**src/rtl/decode_stage.sv**
```systemverilog
// decode_stage: decodes 16-bit instructions, tracks pending writes, issues one registered bundle to execute.
// Ports: i_clk/i_reset (async, active-low); i_inst/i_inst_valid/o_inst_ready fetch handshake;
// o_read_reg1/2 + i_read_data1/2 register-file read; i_write_en/add/data writeback;
// o_opcode/o_srcdata_1/o_srcdata_2/o_destadd/o_valid/i_ready issue handshake; o_illegal_cnt drop count.
module decode_stage (
  input  logic       i_clk,
  input  logic       i_reset,
  input  logic [15:0] i_inst,
  input  logic       i_inst_valid,
  output logic       o_inst_ready,
  output logic [3:0] o_read_reg1,
  output logic [3:0] o_read_reg2,
  input  logic [7:0] i_read_data1,
  input  logic [7:0] i_read_data2,
  input  logic       i_write_en,
  input  logic [3:0] i_write_add,
  input  logic [7:0] i_write_data,
  output logic [3:0] o_opcode,
  output logic [7:0] o_srcdata_1,
  output logic [7:0] o_srcdata_2,
  output logic [3:0] o_destadd,
  output logic       o_valid,
  input  logic       i_ready,
  output logic [7:0] o_illegal_cnt
);
  typedef enum logic {EMPTY, FULL} state_t;
  state_t state_q, state_d;
  logic [15:0] pend_q, pend_d;
  logic [3:0] opcode_q, opcode_d, destadd_q, destadd_d;
  logic [7:0] src1_q, src1_d, src2_q, src2_d, illegal_cnt_q, illegal_cnt_d;
  logic [3:0] op, dest, src1, src2;
  logic legal, two_src, byp1, byp2, hazard, accept, issue;
  assign op = i_inst[15:12];
  assign dest = i_inst[11:8];
  assign src1 = i_inst[7:4];
  assign src2 = i_inst[3:0];
  assign legal = op == 4'b0001 || op == 4'b0010 || op == 4'b0100 || op == 4'b1000;
  assign two_src = op == 4'b0001 || op == 4'b0010;
  assign byp1 = i_write_en && i_write_add == src1;
  assign byp2 = i_write_en && i_write_add == src2;
  // A writeback landing this cycle resolves the pending source, so it is not a hazard.
  assign hazard = i_inst_valid && legal && ((pend_q[src1] && !byp1) || (two_src && pend_q[src2] && !byp2));
  assign o_valid = state_q == FULL;
  assign o_inst_ready = (!o_valid || i_ready) && !hazard;
  assign accept = i_inst_valid && o_inst_ready;
  assign issue = accept && legal;
  assign o_read_reg1 = src1;
  assign o_read_reg2 = src2;
  assign o_opcode = opcode_q;
  assign o_srcdata_1 = src1_q;
  assign o_srcdata_2 = src2_q;
  assign o_destadd = destadd_q;
  assign o_illegal_cnt = illegal_cnt_q;
  always_comb begin
    state_d = (o_valid && !i_ready) || issue ? FULL : EMPTY;
    opcode_d = issue ? op : opcode_q;
    destadd_d = issue ? dest : destadd_q;
    src1_d = issue ? (byp1 ? i_write_data : i_read_data1) : src1_q;
    src2_d = issue ? (!two_src ? 8'h00 : byp2 ? i_write_data : i_read_data2) : src2_q;
    illegal_cnt_d = accept && !legal && illegal_cnt_q != 8'hFF ? illegal_cnt_q + 8'd1 : illegal_cnt_q;
    pend_d = pend_q;
    // Clear first so a same-cycle set on the same register wins.
    if (i_write_en) pend_d[i_write_add] = 1'b0;
    if (issue) pend_d[dest] = 1'b1;
  end
  always_ff @(posedge i_clk or negedge i_reset)
    if (!i_reset) begin
      state_q <= EMPTY;
      pend_q <= '0;
      opcode_q <= '0;
      destadd_q <= '0;
      src1_q <= '0;
      src2_q <= '0;
      illegal_cnt_q <= '0;
    end else begin
      state_q <= state_d;
      pend_q <= pend_d;
      opcode_q <= opcode_d;
      destadd_q <= destadd_d;
      src1_q <= src1_d;
      src2_q <= src2_d;
      illegal_cnt_q <= illegal_cnt_d;
    end
endmodule

```
**config.mk**
```make
export PLATFORM = sky130hd
export DESIGN_NAME = decode_stage
export DESIGN_NICKNAME = d
export VERILOG_FILES = /design/src/rtl/decode_stage.sv
export SDC_FILE = /design/constraint.sdc
export NUM_CORES = 1
export LEC_CHECK = 0
export CAP_MARGIN = 20
export CORE_ASPECT_RATIO = 0.7
export CORE_UTILIZATION = 45
export DETAILED_ROUTE_END_ITERATION = 7
export DONT_BUFFER_PORTS = 1
export SETUP_SLACK_MARGIN = 0.02
export SYNTH_ARGS = -nofsm -noshare
export SYNTH_HDL_FRONTEND = slang
export SYNTH_SLANG_ARGS = --single-unit
export TNS_END_PERCENT = 100
```
**constraint.sdc**
```tcl
create_clock -name i_clk -period 2.2 [get_ports i_clk]
set_input_delay 0.22 -clock i_clk [delete_from_list [all_inputs] [get_ports i_clk]]
set_output_delay 0.22 -clock i_clk [all_outputs]
set_load 0.05 [all_outputs]
```
* Word-level counts from Yosys, hierarchy flattened
Index checks and enable logic that the tools add are counted.
** Storage, ports and cells
- Bits in registers :: 49
- Input port bits :: 49
- Logic and storage cells :: 65
** Operators by class
- $add $sub $neg :: 1
- Order comparisons :: 6
- Equality and inequality tests :: 7
- Multiplexer cells :: 14
- Bitwise operators :: 3
- Reductions and logical operators :: 27
** Operators with widths (number)
- $mux W16 :: 2
- $mux W8 :: 3
- $lt A4 B5 Y1 const B :: 4
- $and A16 B16 Y16 :: 1
- $not A16 Y16 :: 1
- $or A16 B16 Y16 :: 1
- $logic_and A1 B1 Y1 :: 15
- $add A8 B1 Y8 const B :: 1
- $bmux W1 S4 :: 2
- $demux W1 S4 :: 2
- $eq A4 B4 Y1 :: 2
- $ge A4 B1 Y1 const B :: 2
- $ne A8 B8 Y1 const B :: 1
- $logic_not A1 Y1 :: 6
- $logic_or A1 B1 Y1 :: 6
- $mux W1 :: 5
- $eq A4 B1 Y1 const B :: 1
- $eq A4 B2 Y1 const B :: 1
- $eq A4 B3 Y1 const B :: 1
- $eq A4 B4 Y1 const B :: 1

* Depth between registers and ports, before layout
- Word-level depth :: 12
- Depth in mapped cells :: 9
- Mapped depth without buffers :: 6

* Worst setup path before layout
Ideal clock, no wire load.
- Kind :: in2reg
- Start :: input i_inst[0]
- End :: register destadd_q[0], in the netlist o_destadd[0]
- Library setup time :: 125 ps
- Data arrival time :: 2288 ps
- Path slack :: -213 ps
- Stages on the path :: 9
- Path buffers :: 3
- Path through :: clkbuf_1 mux4_2 mux2i_1 mux2i_1 a221oi_2 nand2b_1 buf_6 buf_12 mux2_4
** Between the ends
- Cells in the longest elaborated chain, start to end :: 10
- Elaborated cells between the ends (all ways) :: 13
** Ends and longest elaborated chain
- start: declaration :: line 8 : input logic [15:0] i_inst,
- $bmux W1 S4 / $eq A4 B4 Y1 (equally long branches) :: line 42, 40
- $mux W1 (implied by the code) / $logic_and A1 B1 Y1 (equally long branches) :: line 42, 40
- $logic_and A1 B1 Y1 / $logic_not A1 Y1 (equally long branches) :: line 42 : assign hazard = i_inst_valid && legal && ((pend_q[src1] && !byp1) || (two_src && pend_q[src2] && !byp2));
- $logic_and A1 B1 Y1 * :: line 42
- $logic_or A1 B1 Y1 * :: line 42
- $logic_and A1 B1 Y1 * :: line 42
- $logic_not A1 Y1 * :: line 44 : assign o_inst_ready = (!o_valid || i_ready) && !hazard;
- $logic_and A1 B1 Y1 * :: line 44
- $logic_and A1 B1 Y1 * :: line 45 : assign accept = i_inst_valid && o_inst_ready;
- $logic_and A1 B1 Y1 * :: line 46 : assign issue = accept && legal;
- end signal: assignment :: line 79 : destadd_q <= destadd_d;
- end: declaration :: line 29 : logic [3:0] opcode_q, opcode_d, destadd_q, destadd_d;
Mark *: on every way between the ends. The rest lies on a longest branch, timed or not. The select of a mux whose other input is x is not followed.
A chain may end at the register's enable or synchronous reset.

* Worst setup path in the final report
- Start :: register pend_q[3]
- End :: register opcode_q[2], in the netlist o_opcode[2]
** Between the ends
- Cells in the longest elaborated chain, start to end :: 10
- Elaborated cells between the ends (all ways) :: 13
** Ends and longest elaborated chain
- start: declaration :: line 28 : logic [15:0] pend_q, pend_d;
- start signal: assignment :: line 77 : pend_q <= pend_d;
- $bmux W1 S4 :: line 42
- $mux W1 (implied by the code) :: line 42
- $logic_and A1 B1 Y1 (2 in series) :: line 42
- $logic_or A1 B1 Y1 * :: line 42
- $logic_and A1 B1 Y1 * :: line 42
- $logic_not A1 Y1 * :: line 44
- $logic_and A1 B1 Y1 * :: line 44
- $logic_and A1 B1 Y1 * :: line 45
- $logic_and A1 B1 Y1 * :: line 46
- end signal: assignment :: line 78 : opcode_q <= opcode_d;
- end: declaration :: line 29
Marks and branches as above.

==> results.yml <==
outcome:
  status: "finished, violations left"
  violations: "setup timing"
routing:
  drt-pass1-iter-count: 4
  num_vias: 1944
  drt-total-wl_mm: 6.807
  ant_nets: 0
  routedWlPerCell_um: 20.63
  drtIter0Drc: 120
  drt_drc_violations_left: 0
  viasPerCell: 5.891
place:
  portBuffers: 0
  pre_cts_slack_ns: -0.08872
  place_congestion: 0.7781
  dp_hpwl_mm: 4.946
timing:
  relSlewSlack: 0.5846
  min_period_over_period: 1.077
  tns_ns: -4.226
  setup_slack_ns: -0.1695
  clock.fmax_ghz: 0.4220
  hold_viol: 0
  final_max_slew_viol_count: 0
  worstMarginPinSlew_ns: 0.6230
  period_needed_ns: 2.370
  skew_ns: 0.005286
  finalSetupViolations: 36
  rsz0062_at_grt: "true"
clocking:
  htreeDepth: 2
  cts_tree: "done"
  cts_sinks: 49
  clk_latency_ns: 0.30
  clkTransAtPathRegs_ns: 0.09
  root_buffer: "clkbuf_8"
  numCtsBuffers: 5
  cts_buffer_depth: 2
global_route:
  busiest_layer: "met1"
  gr-usage-met1: 0.2934
  met3_usage: 0.06956
  globalRouteTotalUtil: 0.1973
  grt_pass1_vias: 1856
  grt_use_met2: 0.2702
  grt_pass1_wl_mm: 9.942
  antenna_found_initial: 0
  grt_max_degree: 50
  grt-ovfl-total: 0
die:
  die_w_um: 97.31
  die-area_um2: 6687
  ios: 91
  rows: 23
  start_util: 0.4827
  core_area_um2: 5928
  die_h_um: 68.72
worst_setup_path:
  critPathKind: "flop to flop"
  max_stage_delay_ns: 0.48
  r2r_slack_ns: -0.17
  critPathSlowestCell: "mux4_2"
  cp.required_ns: 2.38
  worst-path-buf-inv: 1
  critPathLaunch: "pend_q[3]"
  crit_path_end: "o_opcode[2]"
  cp_cell_sequence: "mux4_2 > nor2b_4 > a211o_1 > a221oi_4 > nand2b_4 > clkbuf_16 > mux2_4"
  crit_arrival_ns: 2.55
  crit_family: "multiplexers"
  cp_max_fo: 6
  setup.worst_path.start_class: "flop"
  reg2reg_to: "o_opcode[2]"
  rr_worst_depth: 7
  rr_startpoint: "pend_q[3]"
  crit_path_end_kind: "flop"
  cp.depth: 7
finish:
  syn_to_final_growth_pct: 14.39
  nets: 304
  finish.utilization: 0.5521
  drive_above_1_share: 0.3608
  n_antenna_cell: 0
  n_fill_cell: 507
yosys:
  synth-seq-area-share: 0.4285
  syn_avg_cell_area_um2: 11.82
  synth_cell_type_count: 38
  yosys.area.top_type: "dfrtp_1"
  netlist_top_cells_area: "dfrtp_1, mux2_4, mux2i_1"
  synth_nets: 292
  synthArstFlopShare: 1.000
  synth_top_area_share: 0.4285
  syn_area_um2: 2861
  synth_common_cells: "dfrtp_1, o21ai_0, mux2_4"
  ys_seq_elements: 49
  syn_inst: 242
  synth_ff_type: "dfrtp_1"
  yosys_warnings: 0
  synth_edf_count: 0
  yosysMostFrequentCell: "dfrtp_1"
power:
  p_leak_nw: 1.433
  ir_worst_vdd_v: 0.0005846
  power_density_nw_per_um2: 941.3
  finalPower_mw: 3.081
worst_hold_path:
  min_path_type: "input pin to flop"
job:
  cap_violations: 0
## kinds of logic (layout without fill, tap and decap cells)
group                      Yosys count  count (layout)  share of synthesized area
DFF                                 49              49                     0.4285
and+or+nand+nor                     57              57                     0.1014
AOI/OAI and AO/OA                   42              42                    0.09576
adders and majority gates            1               1                   0.004372
xor gates and xnor gates            16              16                    0.04897
muxes                               55              55                     0.2650
buffers and inverters               22              35                    0.05597
## where the power goes
group          internal, mW  switching [mW]
Sequential             1.09           0.584
Clock                 0.255           0.295
Combinational         0.421           0.432
## area by class of cell
class / count / area, um^2 / area share
clock buffers: 6 / 82.58 / 0.02523
clock inverters: 2 / 13.76 / 0.004205
inverters: 2 / 7.507 / 0.002294
multi-input cells: 171 / 1567 / 0.4786
flip-flops and latches: 49 / 1227 / 0.3750
well taps: 75 / 93.84 / 0.02867
repair buffers: 25 / 281.5 / 0.08601
## state kept, by name, indices dropped and copies added, names as in the netlist
signal / cells
pend_q: 16
o_srcdata_1: 8
o_illegal_cnt: 8
o_srcdata_2: 8
o_valid: 1
o_opcode: 4
o_destadd: 4
## worst reg2reg max path: cells and delay by family, from the launching register on
kind                   cells  cell delay [ns]
DFF                        1             0.39
buffers and inverters      1             0.19
muxes                      2             0.77
and+or+nand+nor            2             0.29
AOI/OAI and AO/OA          2             0.62
## layer usage
metal / part of all wire / wire length (um)
met1: 0.47 / 3228
met4: 0.0046 / 31
met3: 0.10 / 702
met5: 0 / 0
met2: 0.42 / 2844
## how the worst min path moves through the flow
stage | startpoint | cells past startpoint | endpoint | slack, ns
after floorplan | i_reset | 0 | o_destadd[0] | -0.08
after global placement | i_reset | 0 | o_illegal_cnt[3] | -0.07
after detailed placement | i_reset | 0 | o_illegal_cnt[3] | -0.07
after CTS | i_inst[12] | 1 | o_opcode[0] | 0.05
after global routing | i_inst[12] | 1 | o_opcode[0] | 0.05
final | i_inst[8] | 1 | o_destadd[0] | 0.06
## cell usage in the layout (no fill, tap or decap), types with 3 or more instances in the layout
master	instances
nand2b_1	6
mux4_2	7
mux2i_1	15
xor2_1	7
clkbuf_8	6
nand3_1	3
dfrtp_1	48
o21ai_0	8
o31ai_1	8
o21ai_2	9
nor3_1	3
nor2b_1	3
buf_6	3
buf_4	16
nand2_1	12
xnor2_1	9
nor2_1	13
mux2_4	20
o21ai_1	7
mux2_2	13
## metrics by stage
stage	hold WS (ns)	instance area, um^2	cells
6_report	0.06478	3273	330
5_1_grt	0.04526	3273	330
4_1_cts	0.05335	3136	326
3_5_place_dp	-0.07456	2984	316
3_3_place_gp	-0.07446	2984	316
2_1_floorplan	-0.07559	2878	242
## what timing repair did
item                       4_1_cts  5_1_grt
cloned                           0        3
buffers inserted                 0        1
resized for setup               15       20
hold buffers                     2        0
pin swaps                        5       11
hold endpoints to repair        49        0
setup endpoints to repair       40       42
(Power assumes the default switching activity.)
